<file path="src/rtl/tile_ram_writer_pkg.sv">
// Shared opcodes, FSM state encoding and BCD digit step for the tile RAM writer.
package tile_ram_writer_pkg;

  localparam logic [1:0] OP_WRITE = 2'd0;
  localparam logic [1:0] OP_FILL  = 2'd1;
  localparam logic [1:0] OP_INC   = 2'd2;
  localparam logic [1:0] OP_NOP   = 2'd3;

  localparam logic [3:0] BCD_MAX  = 4'd9;

  typedef enum logic [2:0] {
    ST_IDLE = 3'd0,
    ST_RD   = 3'd1,
    ST_CAP  = 3'd2,
    ST_WR   = 3'd3,
    ST_DONE = 3'd4
  } state_e;

  // Returns {carry, next digit}; anything at or above 9 rolls over to 0.
  function automatic logic [4:0] bcd_step(input logic [3:0] nib);
    logic [4:0] res;
    if (nib >= BCD_MAX) begin
      res = {1'b1, 4'd0};
    end else begin
      res = {1'b0, nib + 4'd1};
    end
    return res;
  endfunction

endpackage

</file>
<file path="src/rtl/tile_ram_writer_bcd_digit_inc.sv">
// Combinational single-digit BCD incrementer used on the INC capture path.
module bcd_digit_inc
  import tile_ram_writer_pkg::*;
(
  input  logic [3:0] nib_i,
  output logic [3:0] nib_o,
  output logic       carry_o
);

  // Pure digit step, no state.
  always_comb begin
    {carry_o, nib_o} = bcd_step(nib_i);
  end

endmodule

</file>
<file path="src/rtl/tile_ram_writer.sv">
// Command-driven writer for the tile RAM: single writes, block fills and BCD increments.
// Optional build macro TILE_RAM_WRITER_OVF_EN adds a sticky ovf output for INC carry-out.
module tile_ram_writer
  import tile_ram_writer_pkg::*;
#(
  parameter int ADDR_W = 10,
  parameter int DATA_W = 8
) (
  input  logic              clk,
  input  logic              reset,
  input  logic              cmd_valid,
  output logic              cmd_ready,
  input  logic [1:0]        cmd_op,
  input  logic [ADDR_W-1:0] cmd_addr,
  input  logic [ADDR_W-1:0] cmd_len,
  input  logic [DATA_W-1:0] cmd_data,
  output logic              cmd_done,
  input  logic              bus_grant,
  output logic [ADDR_W-1:0] ram_addr,
  output logic [DATA_W-1:0] ram_din,
  input  logic [DATA_W-1:0] ram_dout,
  output logic              ram_we
`ifdef TILE_RAM_WRITER_OVF_EN
  ,
  output logic              ovf
`endif
);

  state_e            state_q, state_d;
  logic [1:0]        op_q, op_d;
  logic [ADDR_W-1:0] addr_q, addr_d;
  logic [ADDR_W-1:0] rem_q, rem_d;
  logic [DATA_W-1:0] din_q, din_d;
  logic              carry_q, carry_d;
  logic [3:0]        nib_next_s;
  logic              nib_carry_s;
  logic              last_s;
`ifdef TILE_RAM_WRITER_OVF_EN
  logic              ovf_q, ovf_d;
`endif

  bcd_digit_inc u_digit_inc (
    .nib_i   (ram_dout[3:0]),
    .nib_o   (nib_next_s),
    .carry_o (nib_carry_s)
  );

  // A count of 0 means a full 2**ADDR_W pass, so "last" is tested as rem==1.
  assign last_s = (rem_q == ADDR_W'(1));

  // State and command registers; reset abandons any command in flight.
  always_ff @(posedge clk or posedge reset) begin
    if (reset) begin
      state_q <= ST_IDLE;
      op_q    <= OP_WRITE;
      addr_q  <= {ADDR_W{1'b0}};
      rem_q   <= {ADDR_W{1'b0}};
      din_q   <= {DATA_W{1'b0}};
      carry_q <= 1'b0;
`ifdef TILE_RAM_WRITER_OVF_EN
      ovf_q   <= 1'b0;
`endif
    end else begin
      state_q <= state_d;
      op_q    <= op_d;
      addr_q  <= addr_d;
      rem_q   <= rem_d;
      din_q   <= din_d;
      carry_q <= carry_d;
`ifdef TILE_RAM_WRITER_OVF_EN
      ovf_q   <= ovf_d;
`endif
    end
  end

  // Next-state logic; RAM-facing states hold whenever the port is not granted.
  always_comb begin
    state_d = state_q;
    op_d    = op_q;
    addr_d  = addr_q;
    rem_d   = rem_q;
    din_d   = din_q;
    carry_d = carry_q;
`ifdef TILE_RAM_WRITER_OVF_EN
    ovf_d   = ovf_q;
`endif
    case (state_q)
      ST_IDLE: begin
        if (cmd_valid) begin
          op_d   = cmd_op;
          addr_d = cmd_addr;
          rem_d  = cmd_len;
          din_d  = cmd_data;
`ifdef TILE_RAM_WRITER_OVF_EN
          ovf_d  = 1'b0;
`endif
          case (cmd_op)
            OP_WRITE: state_d = ST_WR;
            OP_FILL:  state_d = ST_WR;
            OP_INC:   state_d = ST_RD;
            OP_NOP:   state_d = ST_DONE;
            default:  state_d = ST_DONE;
          endcase
        end else begin
          state_d = ST_IDLE;
        end
      end
      ST_RD: begin
        if (bus_grant) begin
          state_d = ST_CAP;
        end else begin
          state_d = ST_RD;
        end
      end
      ST_CAP: begin
        // Without the grant the read data may belong to the video side, so read again.
        if (bus_grant) begin
          din_d   = (ram_dout & ~DATA_W'(4'hF)) | DATA_W'(nib_next_s);
          carry_d = nib_carry_s;
          state_d = ST_WR;
        end else begin
          state_d = ST_RD;
        end
      end
      ST_WR: begin
        if (bus_grant) begin
          case (op_q)
            OP_FILL: begin
              if (last_s) begin
                state_d = ST_DONE;
              end else begin
                addr_d  = addr_q + ADDR_W'(1);
                rem_d   = rem_q - ADDR_W'(1);
                state_d = ST_WR;
              end
            end
            OP_INC: begin
              if (carry_q && !last_s) begin
                addr_d  = addr_q - ADDR_W'(1);
                rem_d   = rem_q - ADDR_W'(1);
                state_d = ST_RD;
              end else begin
`ifdef TILE_RAM_WRITER_OVF_EN
                ovf_d   = ovf_q | carry_q;
`endif
                state_d = ST_DONE;
              end
            end
            default: state_d = ST_DONE;
          endcase
        end else begin
          state_d = ST_WR;
        end
      end
      ST_DONE: state_d = ST_IDLE;
      default: state_d = ST_IDLE;
    endcase
  end

  assign cmd_ready = (state_q == ST_IDLE);
  assign cmd_done  = (state_q == ST_DONE);
  assign ram_we    = (state_q == ST_WR) && bus_grant;
  assign ram_addr  = addr_q;
  assign ram_din   = din_q;
`ifdef TILE_RAM_WRITER_OVF_EN
  assign ovf       = ovf_q;
`endif

endmodule

</file>
<file path="config.mk">
export PLATFORM = sky130hd
export DESIGN_NAME = tile_ram_writer
export DESIGN_NICKNAME = d
export VERILOG_FILES = /design/src/rtl/tile_ram_writer_pkg.sv /design/src/rtl/tile_ram_writer_bcd_digit_inc.sv /design/src/rtl/tile_ram_writer.sv
export SDC_FILE = /design/constraint.sdc
export NUM_CORES = 1
export LEC_CHECK = 0
export CAP_MARGIN = 20
export CORE_AREA = 10 10 90 92
export DETAILED_ROUTE_END_ITERATION = 7
export DIE_AREA = 0 0 100 102
export GPL_ROUTABILITY_DRIVEN = 0
export GPL_TIMING_DRIVEN = 0
export PLACE_DENSITY = 0.68
export SYNTH_ARGS = -nofsm -noshare
export SYNTH_HDL_FRONTEND = slang
export SYNTH_SLANG_ARGS = --single-unit
</file>
<file path="constraint.sdc">
create_clock -name clk -period 3.3 [get_ports clk]
set_input_delay 0.66 -clock clk [delete_from_list [all_inputs] [get_ports clk]]
set_output_delay 0.66 -clock clk [all_outputs]
set_load 0.02 [all_outputs]
</file>
Word-level counts from Yosys, hierarchy flattened
Index checks and enable logic that the tools add are counted.

$add $sub $neg: 4. Order comparisons: 1. Eq/ne operators: 16. Multiplexer cells: 25. Bitwise logic cells: 1. Reductions and logical operators: 12.

Operator list (count): $mux W10 (8); $pmux W10 S2 (4); $sub A10 B1 Y10 const B (2); $mux W8 (2); $pmux W8 S2 (1); $mux W3 (4); $pmux W3 S4 (1); $add A10 B1 Y10 const B (1); $eq A10 B1 Y1 const B (1); $pmux W3 S3 (1); $or A8 B4 Y8 (1); $eq A2 B2 Y1 const B (3); $eq A3 B2 Y1 const B (2); $ne A2 B2 Y1 const B (3); $ne A3 B3 Y1 const B (2); $pmux W3 S2 (1); $reduce_and A6 Y1 (1); $mux W5 (1); $add A4 B1 Y4 const B (1); $eq A2 B1 Y1 const B (2); $ge A4 B4 Y1 const B (1); $mux W2 (2); $reduce_and A2 Y1 (2); $reduce_bool A2 Y1 (2); other kinds (9) (10).

Register bits after elaboration: 34. Output and inout port bits: 21. Word-level logic and storage cells: 65.

Logic depth before layout (Yosys ltp)
Gate-level depths: netlist of run 1.

Word-level depth: 7. Depth in mapped cells: 10. Depth with buffers taken out: 10.

By module
From an unflattened synthesis of run 1, not the netlist that was laid out.

Cell total of the unflattened synthesis: 281. Area, all modules: 2428.6 sq um.

Modules (own cells, without submodules): tile_ram_writer (instances 1, cells each 267, area an instance 2309.7 sq um); bcd_digit_inc (instances 1, cells each 14, area an instance 118.9 sq um).

Worst setup path after synthesis of run 1
No wires, ideal clock.

Path kind: register to register. From: register op_q[0]. To: register addr_q[8] (netlist: ram_addr[8]). Library setup time: 0.121 ns. Data arrival time: 2.356 ns. Path slack: 0.823 ns. Cell stages (with the launch flop): 11. Clock period less this slack: 2.477 ns. Cells stage by stage: dfrtp_1 -> inv_1 -> ha_1 -> inv_1 -> fa_1 -> nor2b_1 -> o31a_1 -> nand3_1 -> a21boi_0 -> mux2_2 -> a22o_1.

Word-level cells in the longest chain between the ends: 4.

RTL lines: from (decl) (line tile_ram_writer.sv:30) `logic [1:0] op_q, op_d;`; from (signal assigned) (line tile_ram_writer.sv:65) `op_q <= op_d;`; $eq A2 B2 Y1 / $eq A2 B1 Y1 (equally long branches) (line tile_ram_writer.sv:127) `case (op_q)`; $pmux W10 S2 (line tile_ram_writer.sv:127); $mux W10 (line tile_ram_writer.sv:126) `if (bus_grant) begin`; $pmux W10 S2 (line tile_ram_writer.sv:87) `case (state_q)`; to (signal assigned) (line tile_ram_writer.sv:56) `addr_q <= {ADDR_W{1'b0}};`; to (signal assigned) (line tile_ram_writer.sv:66) `addr_q <= addr_d;`; to (decl) (line tile_ram_writer.sv:31) `logic [ADDR_W-1:0] addr_q, addr_d;`.

Parallel ways exist; a longest one is shown, timed or not. The select of a mux whose other input is x is not followed. A chain may end at the register's enable or synchronous reset.

Worst setup path after layout of run 1
Same ends and word-level chain as after synthesis.

==> results of run 1 <==
## power by group through the flow
stage	logic [mW]	clock network (mW)	registers, mW
final	1.99	0.390	0.768
after global placement	1.96	0	0.769
after detailed placement	2.00	0	0.776
after floorplan	1.27	0	0.870
after CTS	2.01	0.400	0.768
after global routing	2.25	0.416	0.801
## metrics by stage
| step | power [mW] | hold slack, ns | worst slack, ns | cell area, um2 | util |
|---|---|---|---|---|---|
| 2_1_floorplan | 2.14 | 0.471 | 0.823 | 2350 | - |
| 3_3_place_gp | 2.73 | 0.460 | 0.469 | 3070 | 0.489 |
| 3_5_place_dp | 2.77 | 0.470 | 0.457 | 3090 | 0.493 |
| 4_1_cts | 3.17 | 0.485 | 0.413 | 3200 | 0.510 |
| 5_1_grt | 3.46 | 0.531 | 0.222 | 3200 | 0.510 |
| 6_report | 3.15 | 0.478 | 0.441 | 3200 | 0.510 |
## flip-flops by register name (all words and copies together) (netlist names)
signal,count
op_q,2
carry_q,1
ram_addr,10
ram_din,8
rem_q,10
state_q,3
## routing by layer
layer  track usage  share of wire
met4        0.0391         0.0075
met5             0              0
met3        0.0601           0.11
met1         0.163           0.46
met2         0.220           0.43
## logic make-up (layout without fill, tap and decap cells)
family / after synthesis / count (layout)
mux: 8 / 8
fa+ha+maj: 16 / 16
xor+xnor: 5 / 5
simple gates: 94 / 94
buf+inv: 31 / 102
compound gates: 93 / 93
flops: 34 / 34
## final timing paths
path                                              from  slack (ns)                 endpoint
worst max-delay path               op_q[0]$_DFFE_PP0P_        0.44  ram_addr[8]$_DFFE_PP0P_
worst min-delay path            ram_din[4]$_DFFE_PP0P_        0.48   ram_din[4]$_DFFE_PP0P_
worst max register to register     op_q[0]$_DFFE_PP0P_        0.44  ram_addr[8]$_DFFE_PP0P_
worst min register to register  ram_din[4]$_DFFE_PP0P_        0.48   ram_din[4]$_DFFE_PP0P_
max in group asynchronous                        reset        1.93  ram_addr[7]$_DFFE_PP0P_
min in group asynchronous                        reset        0.81     rem_q[8]$_DFFE_PP0P_
## layout by cell type, fill, tap and decap left out, types with 3 or more instances in the layout
cell and instances:
clkdlybuf4s50_1 62, dfrtp_1 34, a21oi_1 30, o21ai_0 28
nand2_1 26, nor2_1 19, inv_1 16, nand3_1 16
ha_1 15, nor3_1 10, buf_2 7, or3_1 6
clkbuf_1 5, a211oi_1 5, mux2i_1 5, clkbuf_8 5
xnor2_1 4, a22oi_1 4, mux2_2 3, nor2b_1 3
## area by class of cell
type | instances | area [um2] | share of cell area
Buffer | 15 | 80.1 | 0.0250
Tap cell | 77 | 96.3 | 0.0301
Sequential cell | 34 | 851 | 0.266
Inverter | 16 | 60.1 | 0.0188
Clock buffer | 5 | 68.8 | 0.0215
Multi-Input combinational cell | 216 | 1360 | 0.424
Clock inverter | 3 | 40.0 | 0.0125
Timing Repair Buffer | 63 | 648 | 0.202
## worst min-delay path, stage by stage (launching register included)
cell and delay (ns):
dfrtp_1 0.34, nand2_1 0.04, o21ai_0 0.06
==> flow_metrics.py, run 1 <==
metrics = {
    "synth": {
        "synth_area_leaders": "dfrtp_1 36%, ha_1 8.0%, a21oi_1 6.4%, o21ai_0 6.0%, nand2_1 4.2%",
        "synth_common_cells": "34 x dfrtp_1, 30 x a21oi_1, 28 x o21ai_0, 26 x nand2_1, 19 x nor2_1",
        "netlist_area_mm2": 0.00235,
        "avgSynthCellArea_um2": 8.36,
        "synth_adder_area_share": 0.0884,
        "synthSimpleGateAreaFrac": 0.196,
        "synthArstFlopShare": 1.00,
        "yosys.area.top_type": "dfrtp_1",
        "synth_edf_count": 0,
        "synth_nets": 339,
        "ys_warn_count": 0,
        "synth_compound_area_frac": 0.240,
        "synth-main-ff-cell": "dfrtp_1",
        "muxShareOfSynthArea": 0.0357,
        "synth_top_family_by_area": "compound AO/OA/AOI/OAI gates",
        "ys_ff_latch": 34,
        "ys_seq_area_frac": 0.362,
        "synth_top_cell_area_share": 0.362,
        "yosysMostFrequentCell": "dfrtp_1",
        "syn_inst": 281,
        "yosysUniqueCellTypes": 50,
        "synth_xor_xnor_area_share": 0.0186,
    },
    "clock_network": {
        "cts_tree": "built",
        "cts.clk_slew.worst_paths_ns": 0.08,
        "worstSkewPairLatency_ns": 0.30,
        "holdBufCountCts": 0,
        "cts_setup_buffers": 0,
        "h-tree-depth": 2,
        "numClockSinks": 34,
        "cts_buffers": 5,
        "cts_resized": 0,
        "clock-root-buffer": "clkbuf_8",
        "cts_max_path_buffers": 2,
    },
    "die": {
        "dieWidth_um": 100,
        "io_pins": 63,
        "dieArea_mm2": 0.0102,
        "initial_utilization": 0.374,
        "rows": 29,
        "core_mm2": 0.00628,
        "fp.dieH_um": 102,
    },
    "power_and_ir_drop": {
        "switching_share": 0.452,
        "p_clk_frac": 0.124,
        "p_per_area_mw_per_mm2": 984,
        "p_sw_mw": 1.42,
        "p_int_mw": 1.73,
        "power_frac_comb": 0.632,
        "p_leak_nw": 1.35,
        "ir_drop_v": 0.000426,
        "power_frac_seq": 0.244,
    },
    "finish": {
        "final_nets": 409,
        "fin_cells": 429,
        "antenna_cells": 0,
        "final_layout_size_suffix_gt1_frac": 0.0767,
        "area_growth_pct": 36.3,
        "fillCellCount": 629,
    },
    "sta": {
        "skew_ns": 0.0103,
        "totalNegativeSetupSlack_ns": 0,
        "rsz0062_at_grt": "no",
        "drv_slew": 0,
        "fin_crit_ns": 2.86,
        "setup_viol": 0,
        "worstMarginPinSlew_ns": 0.798,
        "max_slew_margin": 0.468,
        "fin_crit_sh": 0.866,
        "finalHoldViolCount": 0,
        "fmax_mhz": 350,
    },
    "critical_path": {
        "ff2ff_path_depth": 10,
        "critPathSlowestCell": "ha_1",
        "path_class": "reg2reg",
        "crit_required_ns": 3.48,
        "startpoint_type": "register",
        "crit_family": "adder cells",
        "crit_arrival_ns": 3.04,
        "worst-path-stages": 10,
        "cpPeakStageDelay_ns": 0.48,
        "cp_num_buf_inv": 2,
        "cp_cell_sequence": "inv_1 -> ha_1 -> inv_1 -> fa_1 -> nor2b_1 -> o31a_1 -> nand3_1 -> a21boi_0 -> mux2_2 -> a22o_1",
        "path_common_cell": "inv_1",
        "crit_path_end_kind": "register",
        "cp_max_fo": 12,
    },
    "place": {
        "hpwl_mm": 5.20,
        "dp_cells": 421,
        "port_buffers": 62,
    },
    "routing": {
        "postRouteWirelength_mm": 6.78,
        "drt_iter0_drc": 110,
        "route.vias.total": 2329,
        "vias_per_cell": 5.43,
        "drcViolationCount": 0,
        "firstDrtPassIters": 4,
        "ant_nets": 0,
        "drt-wirelength-per-cell_um": 15.8,
    },
    "run_status": {
        "status": "finished clean",
    },
    "global_route": {
        "grt-ovfl-total": 0,
        "grt_max_degree": 19,
        "grt_pass1_wl_mm": 11.5,
        "grt.total_usage": 0.137,
        "antenna_found_initial": 0,
        "grt_pass1_vias": 2447,
    },
    "hold_path": {
        "holdPathStages": 2,
        "holdCritPathClass": "reg2reg",
    },
    "run": {
        "max_cap_viol_count": 0,
    },
}
(Power assumes the default switching activity.)
==> run 2, diff against run 1 <==
--- a/config.mk
+++ b/config.mk
@@ -5,13 +5,14 @@
 export SDC_FILE = /design/constraint.sdc
 export NUM_CORES = 1
 export LEC_CHECK = 0
+export ABC_CLOCK_PERIOD_IN_PS = 2600
 export CAP_MARGIN = 20
 export CORE_AREA = 10 10 90 92
 export DETAILED_ROUTE_END_ITERATION = 7
 export DIE_AREA = 0 0 100 102
 export GPL_ROUTABILITY_DRIVEN = 0
 export GPL_TIMING_DRIVEN = 0
-export PLACE_DENSITY = 0.68
+export PLACE_DENSITY = 0.71
 export SYNTH_ARGS = -nofsm -noshare
 export SYNTH_HDL_FRONTEND = slang
 export SYNTH_SLANG_ARGS = --single-unit
==> constraint.sdc (replaced) <==
create_clock -name clk -period 2.6 [get_ports clk]
set_input_delay 0.52 -clock clk [delete_from_list [all_inputs] [get_ports clk]]
set_output_delay 0.52 -clock clk [all_outputs]
set_load 0.02 [all_outputs]
==> run 2 against run 1 <==
Compared with the run above: final cell count is 0.93% higher; clock power is 9.7% higher; non-clock buffer count is 4 higher.
==> flow_metrics.py, run 2 (synthesis results as in run 1) <==
metrics = {
    "die": {
        "rows": 29,
        "dieWidth_um": 100,
        "io_pins": 63,
        "fp.dieH_um": 102,
        "dieArea_mm2": 0.0102,
        "core_mm2": 0.00628,
        "initial_utilization": 0.374,
    },
    "clock_network": {
        "holdBufCountCts": 0,
        "cts_tree": "built",
        "numClockSinks": 34,
        "worstSkewPairLatency_ns": 0.30,
        "h-tree-depth": 2,
        "clock-root-buffer": "clkbuf_8",
        "cts_buffers": 5,
        "cts.clk_slew.worst_paths_ns": 0.08,
        "cts_max_path_buffers": 2,
    },
    "critical_path": {
        "cp_num_buf_inv": 2,
        "crit_path_end_kind": "register",
        "path_common_cell": "inv_1",
        "path_class": "reg2reg",
        "cp_cell_sequence": "inv_1 -> ha_4 -> inv_1 -> fa_1 -> nor2b_2 -> o31a_1 -> nand3_1 -> a21boi_1 -> mux2_2 -> a22o_1",
        "startpoint_type": "register",
        "crit_required_ns": 2.78,
        "crit_family": "adder cells",
        "crit_arrival_ns": 2.62,
        "critPathSlowestCell": "dfrtp_1",
        "cpPeakStageDelay_ns": 0.39,
        "setup.worst_path.start": "op_q[0]$_DFFE_PP0P_",
        "worstReg2RegStart": "op_q[0]$_DFFE_PP0P_",
        "cp_max_fo": 7,
    },
    "place": {
        "hpwl_mm": 5.29,
        "dp_cells": 421,
        "place_area_mm2": 0.00309,
        "port_buffers": 62,
    },
    "run": {
        "max_cap_viol_count": 0,
    },
    "hold_path": {
        "hold_start": "ram_din[3]$_DFFE_PP0P_",
        "holdCritPathClass": "reg2reg",
    },
    "routing": {
        "drt_iter0_drc": 107,
        "drt-wirelength-per-cell_um": 16.0,
        "vias_per_cell": 5.43,
        "firstDrtPassIters": 5,
        "route.vias.total": 2353,
        "drcViolationCount": 0,
        "ant_nets": 0,
        "postRouteWirelength_mm": 6.92,
    },
    "sta": {
        "finalHoldWorstSlack_ns": 0.480,
        "worstMarginPinSlew_ns": 0.906,
        "fin_crit_ns": 2.44,
        "fin_crit_sh": 0.939,
        "finalHoldViolCount": 0,
        "setup_viol": 0,
        "fmax_mhz": 410,
        "rsz0062_at_grt": "no",
        "max_slew_margin": 0.395,
        "drv_slew": 0,
        "skew_ns": 0.00815,
    },
    "power_and_ir_drop": {
        "p_per_area_mw_per_mm2": 1240,
        "ir_drop_v": 0.000601,
        "p_int_mw": 2.18,
        "switching_share": 0.459,
        "finalPower_mw": 4.03,
        "p_leak_nw": 1.38,
        "p_clk_frac": 0.106,
        "power_frac_comb": 0.651,
        "p_sw_mw": 1.85,
        "power_frac_seq": 0.243,
    },
    "finish": {
        "stdcell_area_mm2": 0.00324,
        "final_common_cell": "clkdlybuf4s50_1",
        "multi_input_area_mm2": 0.00137,
        "antenna_cells": 0,
        "fin_cells": 433,
        "ff_latch_area_um2": 851,
        "final_layout_size_suffix_gt1_frac": 0.0927,
        "fillCellCount": 619,
        "area_growth_pct": 37.8,
        "final_cell_mix": "61 x clkdlybuf4s50_1, 34 x dfrtp_1, 30 x a21oi_1, 28 x o21ai_0, 26 x nand2_1",
        "final_nets": 413,
    },
    "global_route": {
        "grt_pass1_wl_mm": 11.6,
        "grt_max_degree": 21,
        "grt_pass1_vias": 2419,
        "antenna_found_initial": 0,
        "grt.total_usage": 0.137,
        "grt-ovfl-total": 0,
    },
    "run_status": {
        "status": "finished clean",
    },
}
[run 2: changes by cell type in the layout (fill, tap and decap cells not counted), sizes merged]
cell | before | now
clkdlybuf4s50 | 62 | 61
clkbuf | 10 | 11
clkinvlp | 0 | 1
dlymetal6s2s | 0 | 1
clkinv | 2 | 1
buf | 11 | 15
bufinv | 1 | 0
[run 2: repair_timing]
action,4_1_cts,5_1_grt
gates resized for setup,2,3
endpoints found under the hold margin,0,0
pin swaps,1,0
setup endpoints to repair,2,2
setup buffers,0,4
[run 2: metal layers]
metal / part of all wire / track usage / vias up
met4: 0.012 / 0.0348 / 0
met5: 0 / 0 / -
met2: 0.42 / 0.212 / 83
li1: - / - / 1160
met3: 0.10 / 0.0641 / 8
met1: 0.46 / 0.169 / 1102
[run 2: final cells by class]
type	count	area share
inverter	16	0.0186
buffer	15	0.0247
sequential	34	0.263
clock buffer	6	0.0255
tap	77	0.0298
clock inverter	2	0.00387
multi-input combinational	216	0.424
timing repair buffer	67	0.210
[run 2: worst reg2reg max path, stage by stage, from the launching register on]
cell and delay [ns]:
dfrtp_1 0.39, inv_1 0.11, ha_4 0.20, inv_1 0.09, fa_1 0.39, nor2b_2 0.16, o31a_1 0.18, nand3_1 0.09
a21boi_1 0.18, mux2_2 0.35, a22o_1 0.18
[run 2: worst paths after layout]
path,to,slack (ns),cells after the start
worst min register to register,ram_din[3]$_DFFE_PP0P_,0.48,2
min in group asynchronous,rem_q[8]$_DFFE_PP0P_,0.72,2
worst max-delay path,ram_addr[8]$_DFFE_PP0P_,0.16,10
worst max register to register,ram_addr[8]$_DFFE_PP0P_,0.16,10
worst min-delay path,ram_din[3]$_DFFE_PP0P_,0.48,2
max in group asynchronous,ram_addr[8]$_DFFE_PP0P_,1.30,3
[run 2: power groups by stage]
stage                     Combinational [mW]  Clock (mW)  Sequential (mW)
after floorplan                         1.62           0             1.10
after global placement                  2.48           0            0.976
after detailed placement                2.53           0            0.982
after CTS                               2.58       0.441            0.980
after global routing                    2.93       0.462             1.01
final                                   2.62       0.428            0.980
[run 2: per-stage QoR]
step                TNS, ns  utilization  setup WS (ns)
floorplan                 0            -          0.123
global placement     -0.252        0.489         -0.196
detailed placement   -0.361        0.493         -0.242
CTS                       0        0.510         0.0150
global route              0        0.516         0.0141
finish                    0        0.516          0.159
==> run 3, diff against run 2 <==
--- a/config.mk
+++ b/config.mk
@@ -8,6 +8,7 @@
 export ABC_CLOCK_PERIOD_IN_PS = 2600
 export CAP_MARGIN = 20
 export CORE_AREA = 10 10 90 92
+export CTS_CLUSTER_DIAMETER = 60
 export DETAILED_ROUTE_END_ITERATION = 7
 export DIE_AREA = 0 0 100 102
 export GPL_ROUTABILITY_DRIVEN = 0
==> results of run 3 <==
Same layout as run 2: the final DEF is identical, and so are final timing and power.
